`config.mk`:
```
export PLATFORM = sky130hd
export DESIGN_NAME = io_bus_responder
export DESIGN_NICKNAME = d
export VERILOG_FILES = /design/src/rtl/io_bus_responder_pkg.sv /design/src/rtl/io_input_synchronizer.sv /design/src/rtl/io_bus_responder.sv
export SDC_FILE = /design/constraint.sdc
export NUM_CORES = 1
export LEC_CHECK = 0
export CORE_MARGIN = 1.5
export CORE_UTILIZATION = 32
export DETAILED_ROUTE_END_ITERATION = 12
export PLACE_DENSITY = 0.56
export SYNTH_ARGS = -nofsm -noshare
export SYNTH_HDL_FRONTEND = slang
export SYNTH_SLANG_ARGS = --single-unit
```
`constraint.sdc`:
```
create_clock -name clock -period 4.4 [get_ports clock]
set_input_delay 0.88 -clock clock [delete_from_list [all_inputs] [get_ports clock]]
set_output_delay 0.88 -clock clock [all_outputs]
set_load 0.02 [all_outputs]
```
`src/rtl/io_bus_responder_pkg.sv`:
```
// Shared definitions for the memory-mapped I/O responder: data width, register
// offsets, FSM state encodings and the byte-lane mask helper.
package io_bus_responder_pkg;

    localparam int XLEN = 32;

    localparam logic [4:0] IO_OFF_OUT  = 5'h00;
    localparam logic [4:0] IO_OFF_IN   = 5'h04;
    localparam logic [4:0] IO_OFF_CHG  = 5'h08;
    localparam logic [4:0] IO_OFF_SET  = 5'h0C;
    localparam logic [4:0] IO_OFF_CLR  = 5'h10;
    localparam logic [4:0] IO_OFF_MASK = 5'h14;

    typedef enum logic [1:0] {
        IO_ST_IDLE = 2'd0,
        IO_ST_WAIT = 2'd1,
        IO_ST_RESP = 2'd2
    } io_state_t;

    // Expands the four store byte enables into a per-bit write mask.
    function automatic logic [XLEN-1:0] lane_mask(input logic [3:0] be);
        logic [XLEN-1:0] m;
        m = '0;
        for (int i = 0; i < 4; i++) begin
            m[8*i +: 8] = {8{be[i]}};
        end
        return m;
    endfunction

endpackage

```
`src/rtl/io_input_synchronizer.sv`:
```
// Multi-flop synchronizer for the external input bus; also keeps the previous
// synchronized value so the parent can detect per-bit changes.
module io_input_synchronizer #(
    parameter int WIDTH  = 32,
    parameter int STAGES = 2
) (
    input  logic             clock,
    input  logic             reset,
    input  logic [WIDTH-1:0] async_in,
    output logic [WIDTH-1:0] sync_out,
    output logic [WIDTH-1:0] prev_out
);

    logic [WIDTH-1:0] stage_q [STAGES];
    logic [WIDTH-1:0] prev_q;

    always_ff @(posedge clock or negedge reset) begin
        if (!reset) begin
            for (int i = 0; i < STAGES; i++) begin
                stage_q[i] <= '0;
            end
            prev_q <= '0;
        end else begin
            stage_q[0] <= async_in;
            for (int i = 1; i < STAGES; i++) begin
                stage_q[i] <= stage_q[i-1];
            end
            prev_q <= stage_q[STAGES-1];
        end
    end

    assign sync_out = stage_q[STAGES-1];
    assign prev_out = prev_q;

endmodule

```
`src/rtl/io_bus_responder.sv`:
```
// Memory-mapped I/O responder: OUT/IN/CHG/OUT_SET/OUT_CLR registers behind a
// valid/ready request port. Optional IRQ_MASK register and irq output when
// IO_BUS_IRQ_EN is defined.
module io_bus_responder
    import io_bus_responder_pkg::*;
#(
    parameter logic [XLEN-1:0] BASE_ADDR   = 32'h0000_8000,
    parameter int              WAIT_STATES = 0,
    parameter logic [XLEN-1:0] OUT_RESET   = 32'h0,
    parameter int              SYNC_STAGES = 2
) (
    input  logic            clock,
    input  logic            reset,
    input  logic            req_valid,
    output logic            req_ready,
    input  logic            req_write,
    input  logic [XLEN-1:0] req_addr,
    input  logic [XLEN-1:0] req_wdata,
    input  logic [3:0]      req_byte_en,
    output logic            rsp_valid,
    output logic [XLEN-1:0] rsp_rdata,
    output logic            rsp_error,
    input  logic [XLEN-1:0] io_input_bus,
    output logic [XLEN-1:0] io_output_bus,
`ifdef IO_BUS_IRQ_EN
    output logic            irq,
`endif
    output logic [1:0]      dbg_state
);

    // Handshake: a request is accepted on a rising edge where req_valid and
    // req_ready are both high; exactly one rsp_valid pulse follows each accept
    // and the responder never waits on the requester.

    localparam logic [3:0] WAIT_LOAD = (WAIT_STATES > 0) ? 4'(WAIT_STATES - 1) : 4'd0;

    io_state_t       state_q, state_d;
    logic            ready_en_q;
    logic            lat_write_q;
    logic [XLEN-1:0] lat_addr_q, lat_wdata_q;
    logic [3:0]      lat_be_q;
    logic [3:0]      wait_cnt_q;
    logic [XLEN-1:0] out_q, out_d;
    logic [XLEN-1:0] chg_q, chg_d;
    logic [XLEN-1:0] rdata_q;
    logic            err_q;
    logic [XLEN-1:0] in_sync, in_prev;
    logic            accept;

    logic            cur_write;
    logic [XLEN-1:0] cur_addr;
    logic [XLEN-1:0] rd_val, load_val;
    logic            bad;
    logic            do_store;
    logic [4:0]      st_off;
    logic [XLEN-1:0] st_bits;

`ifdef IO_BUS_IRQ_EN
    logic [XLEN-1:0] irq_mask_q, irq_mask_d;
    logic            irq_q;
`endif

    io_input_synchronizer #(
        .WIDTH  (XLEN),
        .STAGES (SYNC_STAGES)
    ) u_sync (
        .clock    (clock),
        .reset    (reset),
        .async_in (io_input_bus),
        .sync_out (in_sync),
        .prev_out (in_prev)
    );

    assign accept = req_valid && req_ready;

    // State register
    always_ff @(posedge clock or negedge reset) begin
        if (!reset) begin
            state_q    <= IO_ST_IDLE;
            ready_en_q <= 1'b0;
        end else begin
            state_q    <= state_d;
            ready_en_q <= 1'b1;
        end
    end

    // Next-state logic
    always_comb begin
        state_d = state_q;
        unique case (state_q)
            IO_ST_IDLE: if (accept) state_d = (WAIT_STATES > 0) ? IO_ST_WAIT : IO_ST_RESP;
            IO_ST_WAIT: if (wait_cnt_q == 4'd0) state_d = IO_ST_RESP;
            IO_ST_RESP: state_d = IO_ST_IDLE;
            default:    state_d = IO_ST_IDLE;
        endcase
    end

    // Output logic
    always_comb begin
        req_ready = (state_q == IO_ST_IDLE) && ready_en_q;
        rsp_valid = (state_q == IO_ST_RESP);
        dbg_state = state_q;
    end

    // With no wait states the response is formed on the accept edge itself, so
    // decode looks at the live request in IDLE and the latched one afterwards.
    assign cur_write = (state_q == IO_ST_IDLE) ? req_write : lat_write_q;
    assign cur_addr  = (state_q == IO_ST_IDLE) ? req_addr  : lat_addr_q;

    always_comb begin
        rd_val = '0;
        bad    = 1'b0;
        if (cur_addr[1:0] != 2'b00 || cur_addr[XLEN-1:5] != BASE_ADDR[XLEN-1:5]) begin
            bad = 1'b1;
        end else begin
            case (cur_addr[4:0])
                IO_OFF_OUT: rd_val = out_q;
                IO_OFF_IN: begin
                    rd_val = in_sync;
                    bad    = cur_write;
                end
                IO_OFF_CHG: rd_val = chg_q;
                IO_OFF_SET, IO_OFF_CLR: rd_val = '0;
`ifdef IO_BUS_IRQ_EN
                IO_OFF_MASK: rd_val = irq_mask_q;
`endif
                default: bad = 1'b1;
            endcase
        end
        load_val = (bad || cur_write) ? '0 : rd_val;
    end

    always_ff @(posedge clock or negedge reset) begin
        if (!reset) begin
            lat_write_q <= 1'b0;
            lat_addr_q  <= '0;
            lat_wdata_q <= '0;
            lat_be_q    <= '0;
            wait_cnt_q  <= '0;
            rdata_q     <= '0;
            err_q       <= 1'b0;
        end else begin
            if (accept) begin
                lat_write_q <= req_write;
                lat_addr_q  <= req_addr;
                lat_wdata_q <= req_wdata;
                lat_be_q    <= req_byte_en;
                wait_cnt_q  <= WAIT_LOAD;
            end else if (state_q == IO_ST_WAIT && wait_cnt_q != 4'd0) begin
                wait_cnt_q <= wait_cnt_q - 4'd1;
            end
            rdata_q <= (state_d == IO_ST_RESP) ? load_val : '0;
            err_q   <= (state_d == IO_ST_RESP) ? bad : 1'b0;
        end
    end

    assign rsp_rdata = rdata_q;
    assign rsp_error = err_q;

    // Stores commit on the edge that ends RESP; err_q already vetoes faults.
    assign do_store = (state_q == IO_ST_RESP) && lat_write_q && !err_q;
    assign st_off   = lat_addr_q[4:0];
    assign st_bits  = lat_wdata_q & lane_mask(lat_be_q);

    always_comb begin
        out_d = out_q;
        chg_d = chg_q;
`ifdef IO_BUS_IRQ_EN
        irq_mask_d = irq_mask_q;
`endif
        if (do_store) begin
            case (st_off)
                IO_OFF_OUT: out_d = (out_q & ~lane_mask(lat_be_q)) | st_bits;
                IO_OFF_SET: out_d = out_q | st_bits;
                IO_OFF_CLR: out_d = out_q & ~st_bits;
                IO_OFF_CHG: chg_d = chg_q & ~st_bits;
`ifdef IO_BUS_IRQ_EN
                IO_OFF_MASK: irq_mask_d = (irq_mask_q & ~lane_mask(lat_be_q)) | st_bits;
`endif
                default: ;
            endcase
        end
        // Hardware set is applied after the clear so a coincident set wins.
        chg_d = chg_d | (in_sync ^ in_prev);
    end

    always_ff @(posedge clock or negedge reset) begin
        if (!reset) begin
            out_q <= OUT_RESET;
            chg_q <= '0;
        end else begin
            out_q <= out_d;
            chg_q <= chg_d;
        end
    end

    assign io_output_bus = out_q;

`ifdef IO_BUS_IRQ_EN
    always_ff @(posedge clock or negedge reset) begin
        if (!reset) begin
            irq_mask_q <= '0;
            irq_q      <= 1'b0;
        end else begin
            irq_mask_q <= irq_mask_d;
            irq_q      <= |(chg_q & irq_mask_q);
        end
    end

    assign irq = irq_q;
`endif

endmodule

```
; Word-level counts from Yosys, hierarchy flattened
; Index checks and enable logic that the tools add are counted.
[classes]
add_sub_neg = 1
n_eq_ne = 11
muxes = 17
n_bitwise = 10
n_reduce_logical = 18
[ops]
columns = cell, n
row1 = 2-to-1 mux 32 bit, 6
row2 = case mux 32 bit (3 select lines), 2
row3 = bitwise AND 32 bit, 4
row4 = bitwise OR 32 bit, 3
row5 = NOT 32 bit, 2
row6 = XOR 32 bit, 1
row7 = != test 27 x 11 -> 1 bit (second input constant), 1
row8 = == test 5 x 4 -> 1 bit (second input constant), 4
row9 = == test 5 bit (second input constant), 2
row10 = logical NOT 5 bit, 2
row11 = 2-to-1 mux 4 bit, 2
row12 = == test 5 x 3 -> 1 bit (second input constant), 1
row13 = logical AND 1 bit, 5
row14 = == test 2 bit (second input constant), 2
row15 = logical NOT 4 bit, 1
row16 = 2-to-1 mux 2 bit, 2
row17 = case mux 2 bit (2 select lines), 1
row18 = nonzero test 2 bit, 2
row19 = nonzero test 4 bit, 1
row20 = OR reduction 4 bit, 1
row21 = subtractor 4 x 1 -> 4 bit (second input constant), 1
row22 = 2-to-1 mux 1 bit, 3
row23 = nonzero test 3 bit, 1
row24 = == test 2 x 1 -> 1 bit (second input constant), 1
row25 = 5 further kinds, 6
[totals]
ff_bits = 269
elab_cells = 71

; Depth between registers and ports, before layout
[logic_depth]
depth_word = 9
depth_mapped = 8

; Cells and area by module
; A second synthesis with hierarchy kept.
[hier_totals]
cells_unflattened = 957
area_unflattened_um2 = 10535.1
[modules_own_cells]
columns = module, instances, cells_each, area_each_um2
row1 = io_bus_responder, 1, 829, 7892.6
row2 = io_input_synchronizer, 1, 128, 2642.5

; Worst setup path before layout
; OpenSTA, ideal clock, no wires.
[synth_path]
path_type = input to register
from = in req_addr[0]
to = reg rdata_q[10] (netlist: rsp_rdata[10])
setup_ns = 0.072
arrival_time_ns = 2.388
setup_slack_ns = 1.940
path_stages = 6
path_buffers = 1
cell_sequence = or4_4 or4_4 a22oi_4 o2111ai_4 buf_6 nor2_1
[synth_between]
elab_chain_len = 8
[synth_lines]
columns = item, line
row1 = start: declaration, io_bus_responder.sv:17  ; input logic [XLEN-1:0] req_addr,
row2 = 2-to-1 mux 32 bit *, io_bus_responder.sv:108  ; assign cur_addr = (state_q == IO_ST_IDLE) ? req_addr : lat_addr_q;
row3 = == test 5 x 4 -> 1 bit (tied with other cells), io_bus_responder.sv:116  ; case (cur_addr[4:0])
row4 = OR reduction 4 bit (no source line), --
row5 = case mux 1 bit (2 select lines), io_bus_responder.sv:116
row6 = 2-to-1 mux 1 bit, io_bus_responder.sv:113  ; if (cur_addr[1:0] != 2'b00 || cur_addr[XLEN-1:5] != BASE_ADDR[XLEN-1:5]) begin
row7 = logical OR 1 bit, io_bus_responder.sv:130  ; load_val = (bad || cur_write) ? '0 : rd_val;
row8 = 2-to-1 mux 32 bit *, io_bus_responder.sv:130
row9 = 2-to-1 mux 32 bit *, io_bus_responder.sv:152  ; rdata_q <= (state_d == IO_ST_RESP) ? load_val : '0;
row10 = end signal: assignment, io_bus_responder.sv:152
row11 = end: declaration, io_bus_responder.sv:45  ; logic [XLEN-1:0] rdata_q;
; Mark *: on every way between the ends. The rest lies on a longest branch, timed or not.
; A chain may end at the register's enable or synchronous reset.

; Worst setup path after layout
[layout_path]
from = reg state_q[1] (netlist: dbg_state[1])
to = out req_ready
[layout_between]
elab_chain_len = 2
[layout_lines]
columns = item, line
row1 = start: declaration, io_bus_responder.sv:37  ; io_state_t state_q, state_d;
row2 = start signal: assignment, io_bus_responder.sv:82  ; state_q <= state_d;
row3 = logical NOT 2 bit, io_bus_responder.sv:100  ; req_ready = (state_q == IO_ST_IDLE) && ready_en_q;
row4 = logical AND 1 bit, io_bus_responder.sv:100
row5 = end: declaration, io_bus_responder.sv:15  ; output logic req_ready,
; Every way passes these cells.

==> impl_metrics.csv <==
group,metric,value,unit
placed_design,number_of_input_and_output_port_buffers_inserted,172,
critical_path,max_stage_delay,710,ps
timing,finalSetupViolCount,0,
job,max_cap_violations,0,
die,num_rows,65,
placed_design,place.detailed.hpwl,16.8,mm
final_layout,p_r_area_growth_vs_syn,30.3,%
synthesis,synth_ff_type,"dfrtp_1",
synthesis,syn_inst,922,
pwr,p_comb_share,11.3,%
route,drt_iter0_drc,396,
timing,maxSlewHeadroom,25.4,%
pwr,power.leakage,5.58,nW
timing,worst_slew_pin_slew,1110,ps
timing,finalCriticalPeriod,3210,ps
grt,grt_util_all_layers,16.4,%
outcome,status,"complete, no violations",
synthesis,postSynthRegisterBits,269,
timing,finalMaxSlewViolations,0,
synthesis,yosysWarnings,0,
route,antenna_violating_nets_post_route,0,
critical_path,critPathMaxFanout,9,
pwr,power-per-cell-area,434,nW/µm²
route,detailroute.via_count,7133,
die,floorplan.die.width,181,µm
grt,first_global_vias,7348,
clock_network,clkSlewWorstSetupHoldPaths,60,ps
critical_path,timing.critical_path.slowest_stage_cell,"clkdlybuf4s50_1",
critical_path,setup.worst_path.end_class,"output pin",
pwr,p_sw_share,25.5,%
clock_network,tritoncts_num_sinks,269,
route,wirelength,26.3,mm
placed_design,gp_congestion,0.775,
critical_path,worst_setup_path_start_kind,"flip-flop",
clock_network,post_cts_hold_buffer_count,0,
clock_network,postCtsSetupBuffers,0,
synthesis,cell_area_after_technology_mapping,10200,µm²
timing,fin_tns_setup,0,ps
synthesis,yosys.cell_types.count,39,
die,floorplan.initialDensity,32.3,%
pwr,power.switching,1.47,mW
synthesis,avgSynthCellArea,11.0,µm²
clock_network,cts-root-buf,"clkbuf_16",
route,detail_route.vias_per_cell,4.73,
timing,maxClockFrequency,312,MHz
pwr,seq_power_share,49.0,%
die,placeableCoreArea,31400,µm²
grt,first_pass_grt_wire_length,42.0,mm
synthesis,synth_edf_count,0,
final_layout,fillerInstances,3051,
die,floorplan.die.height,181,µm
clock_network,cts_max_level,1,
critical_path,total_buffers_and_inverters_traversed_by_the_critical_path,1,
critical_path,timing.critical_path.max_delay_family,"buffers and inverters",
die,die-area,32800,µm²
clock_network,cts_tree,"built",
critical_path,worstPathRequired,3520,ps
clock_network,cts_buffers,30,
synthesis,syn_nets,1028,
final_layout,num_antenna_cells,0,
grt,grt.overflow.total,0,
clock_network,post_cts_resized,0,
critical_path,worst_setup_slack_for_register_to_register_paths,1330,ps
grt,antenna_found_initial,0,
timing,grt_setup_unrepaired,"false",
min_path,min_path_type,"in -> async",
route,detailedRoute.firstPassIterationCount,5,
grt,largest_net_degree_at_the_start_of_global_routing,97,
critical_path,setup.worst_path.class,"reg -> out",
synthesis,synth_async_sr_flop_share,100,%
timing,period_share,72.9,%
die,io_pins,173,
pwr,ir_worst_vdd,0.280,mV
final_layout,finalNetCount,1195,
timing,fin_skew,15.6,ps
clock_network,ctsLongestPathBuffers,3,
synthesis,synth_sequential_area_ratio,66.3,%
pwr,clockPowerShare,39.7,%
final_layout,post_route_cells_drive_above_1_share,7.23,%
route,post-route-drc-count,0,
route,post_drt_wl_per_cell,17.4,µm
timing,final_hold_violation_count,0,
clock_network,worstSkewPairLatency,550,ps
critical_path,critical_path_arrival,2330,ps
pwr,total_power,5.75,mW
pwr,internal_power,4.28,mW
critical_path,crit_path_cell_trace,"nor3b_1, clkdlybuf4s50_1",
[placed cells by master (no fill, tap or decap), types with 3 or more instances in the layout]
cell	synthesis	routed
o21ai_1	21	20
nor2_1	38	38
buf_4	0	6
mux2_2	14	14
clkbuf_8	0	3
clkdlybuf4s50_1	0	171
xnor2_1	32	32
nor3_1	4	4
mux2_1	18	18
a22oi_1	32	32
clkbuf_1	41	8
mux2i_1	4	3
clkinv_2	0	7
clkbuf_16	0	31
buf_12	0	3
nor3b_1	6	6
xor2_1	3	3
nor4_1	8	8
dfrtp_1	269	269
o21ai_0	113	112
nand2_1	280	277
nand3_1	4	4
[cells in the mapped netlist, types with 2 or more instances]
cell type | n | area, µm²
inv_1 | 2 | 7.51
and2_1 | 2 | 12.5
a22oi_1 | 32 | 240
mux2_1 | 18 | 203
xnor2_1 | 32 | 280
nor4b_1 | 2 | 17.5
nor3b_1 | 6 | 45.0
nand3_1 | 4 | 20.0
dfrtp_1 | 269 | 6730
o21ai_0 | 113 | 566
xor2_1 | 3 | 26.3
clkbuf_1 | 41 | 154
nor2_1 | 38 | 143
buf_6 | 4 | 45.0
nor3_1 | 4 | 20.0
ha_1 | 2 | 25.0
or4_1 | 2 | 15.0
nand4_1 | 2 | 12.5
mux2i_1 | 4 | 40.0
nand2_1 | 280 | 1050
o21ai_1 | 21 | 105
nor4_1 | 8 | 50.1
or4_4 | 2 | 22.5
mux2_2 | 14 | 158
or2_1 | 2 | 12.5
and4b_1 | 2 | 20.0
[worst reg2reg max path: cells and delay by family, from the launching register on]
kind	cells	cell delay, ps
compound gates	2	1030
flops	1	530
mux	1	800
simple gates	2	600
[cell type report]
type / count / area, µm² / area share (%)
Clock buffer: 42 / 847 / 6.40
Multi-Input combinational cell: 605 / 3270 / 24.7
Sequential cell: 269 / 6730 / 50.9
Timing Repair Buffer: 181 / 1830 / 13.8
Inverter: 2 / 7.51 / 0.0567
Clock inverter: 8 / 43.8 / 0.331
Tap cell: 402 / 503 / 3.80
[cells by family after synthesis]
| logic type | Yosys count | share of synthesized area (%) |
|---|---|---|
| and+or+nand+nor | 357 | 14.4 |
| DFF | 269 | 66.3 |
| AOI/OAI and AO/OA | 174 | 9.96 |
| buffers and inverters | 48 | 2.07 |
| muxes | 36 | 3.94 |
| xor gates and xnor gates | 35 | 3.02 |
| adders and majority gates | 2 | 0.246 |
| other | 1 | 0.0369 |
[power by group through the flow]
stage          Sequential [mW]  Clock [mW]  Combinational, mW
4_1_cts                   2.82        2.36              0.664
3_5_place_dp              2.86           0              0.660
5_1_grt                   2.84        2.47              0.730
6_report                  2.81        2.28              0.649
3_3_place_gp              2.85           0              0.650
2_1_floorplan             2.83           0              0.311
[per-stage QoR]
step	hold WS [ps]	setup slack [ps]	instance area, µm²	cells	util (%)
finish	346	1190	13200	1509	42.2
global route	353	992	13200	1509	42.2
CTS	348	1140	13200	1509	42.2
detailed placement	336	880	12300	1459	39.3
global placement	334	983	12300	1459	39.3
floorplan	331	1940	10200	922	-
[sequential cells by signal (all words and copies together) (netlist names), 32 cells and up]
signal / count
u_sync.sync_out: 32
lat_addr_q: 32
rsp_rdata: 32
io_output_bus: 32
u_sync.stage_q: 32
u_sync.prev_out: 32
chg_q: 32
lat_wdata_q: 32
[per-layer routing]
metal / GRT usage [%] / up-vias / wire, µm / share of wire, %
met4: 4.63 / 0 / 676 / 2.6
met3: 2.84 / 42 / 1100 / 4.2
li1: - / 3413 / - / -
met5: 0 / - / 0 / 0
met2: 26.8 / 153 / 12500 / 47
met1: 22.4 / 3525 / 12000 / 46
[path summary, 6_finish.rpt]
path                                                  to  cells after the start                         start
setup / recovery                               req_ready                      2        dbg_state[1]$_DFF_PN0_
hold / removal                lat_addr_q[20]$_DFFE_PN0P_                      1                         reset
setup reg to reg                 rsp_rdata[23]$_DFF_PN0_                      5        dbg_state[0]$_DFF_PN0_
hold reg to reg            u_sync.sync_out[14]$_DFF_PN0_                      0  u_sync.stage_q[46]$_DFF_PN0_
max in group asynchronous  io_output_bus[31]$_DFFE_PN0P_                      2                         reset
min in group clock         u_sync.sync_out[14]$_DFF_PN0_                      0  u_sync.stage_q[46]$_DFF_PN0_
No activity file was read; power rests on OpenSTA's default activity.
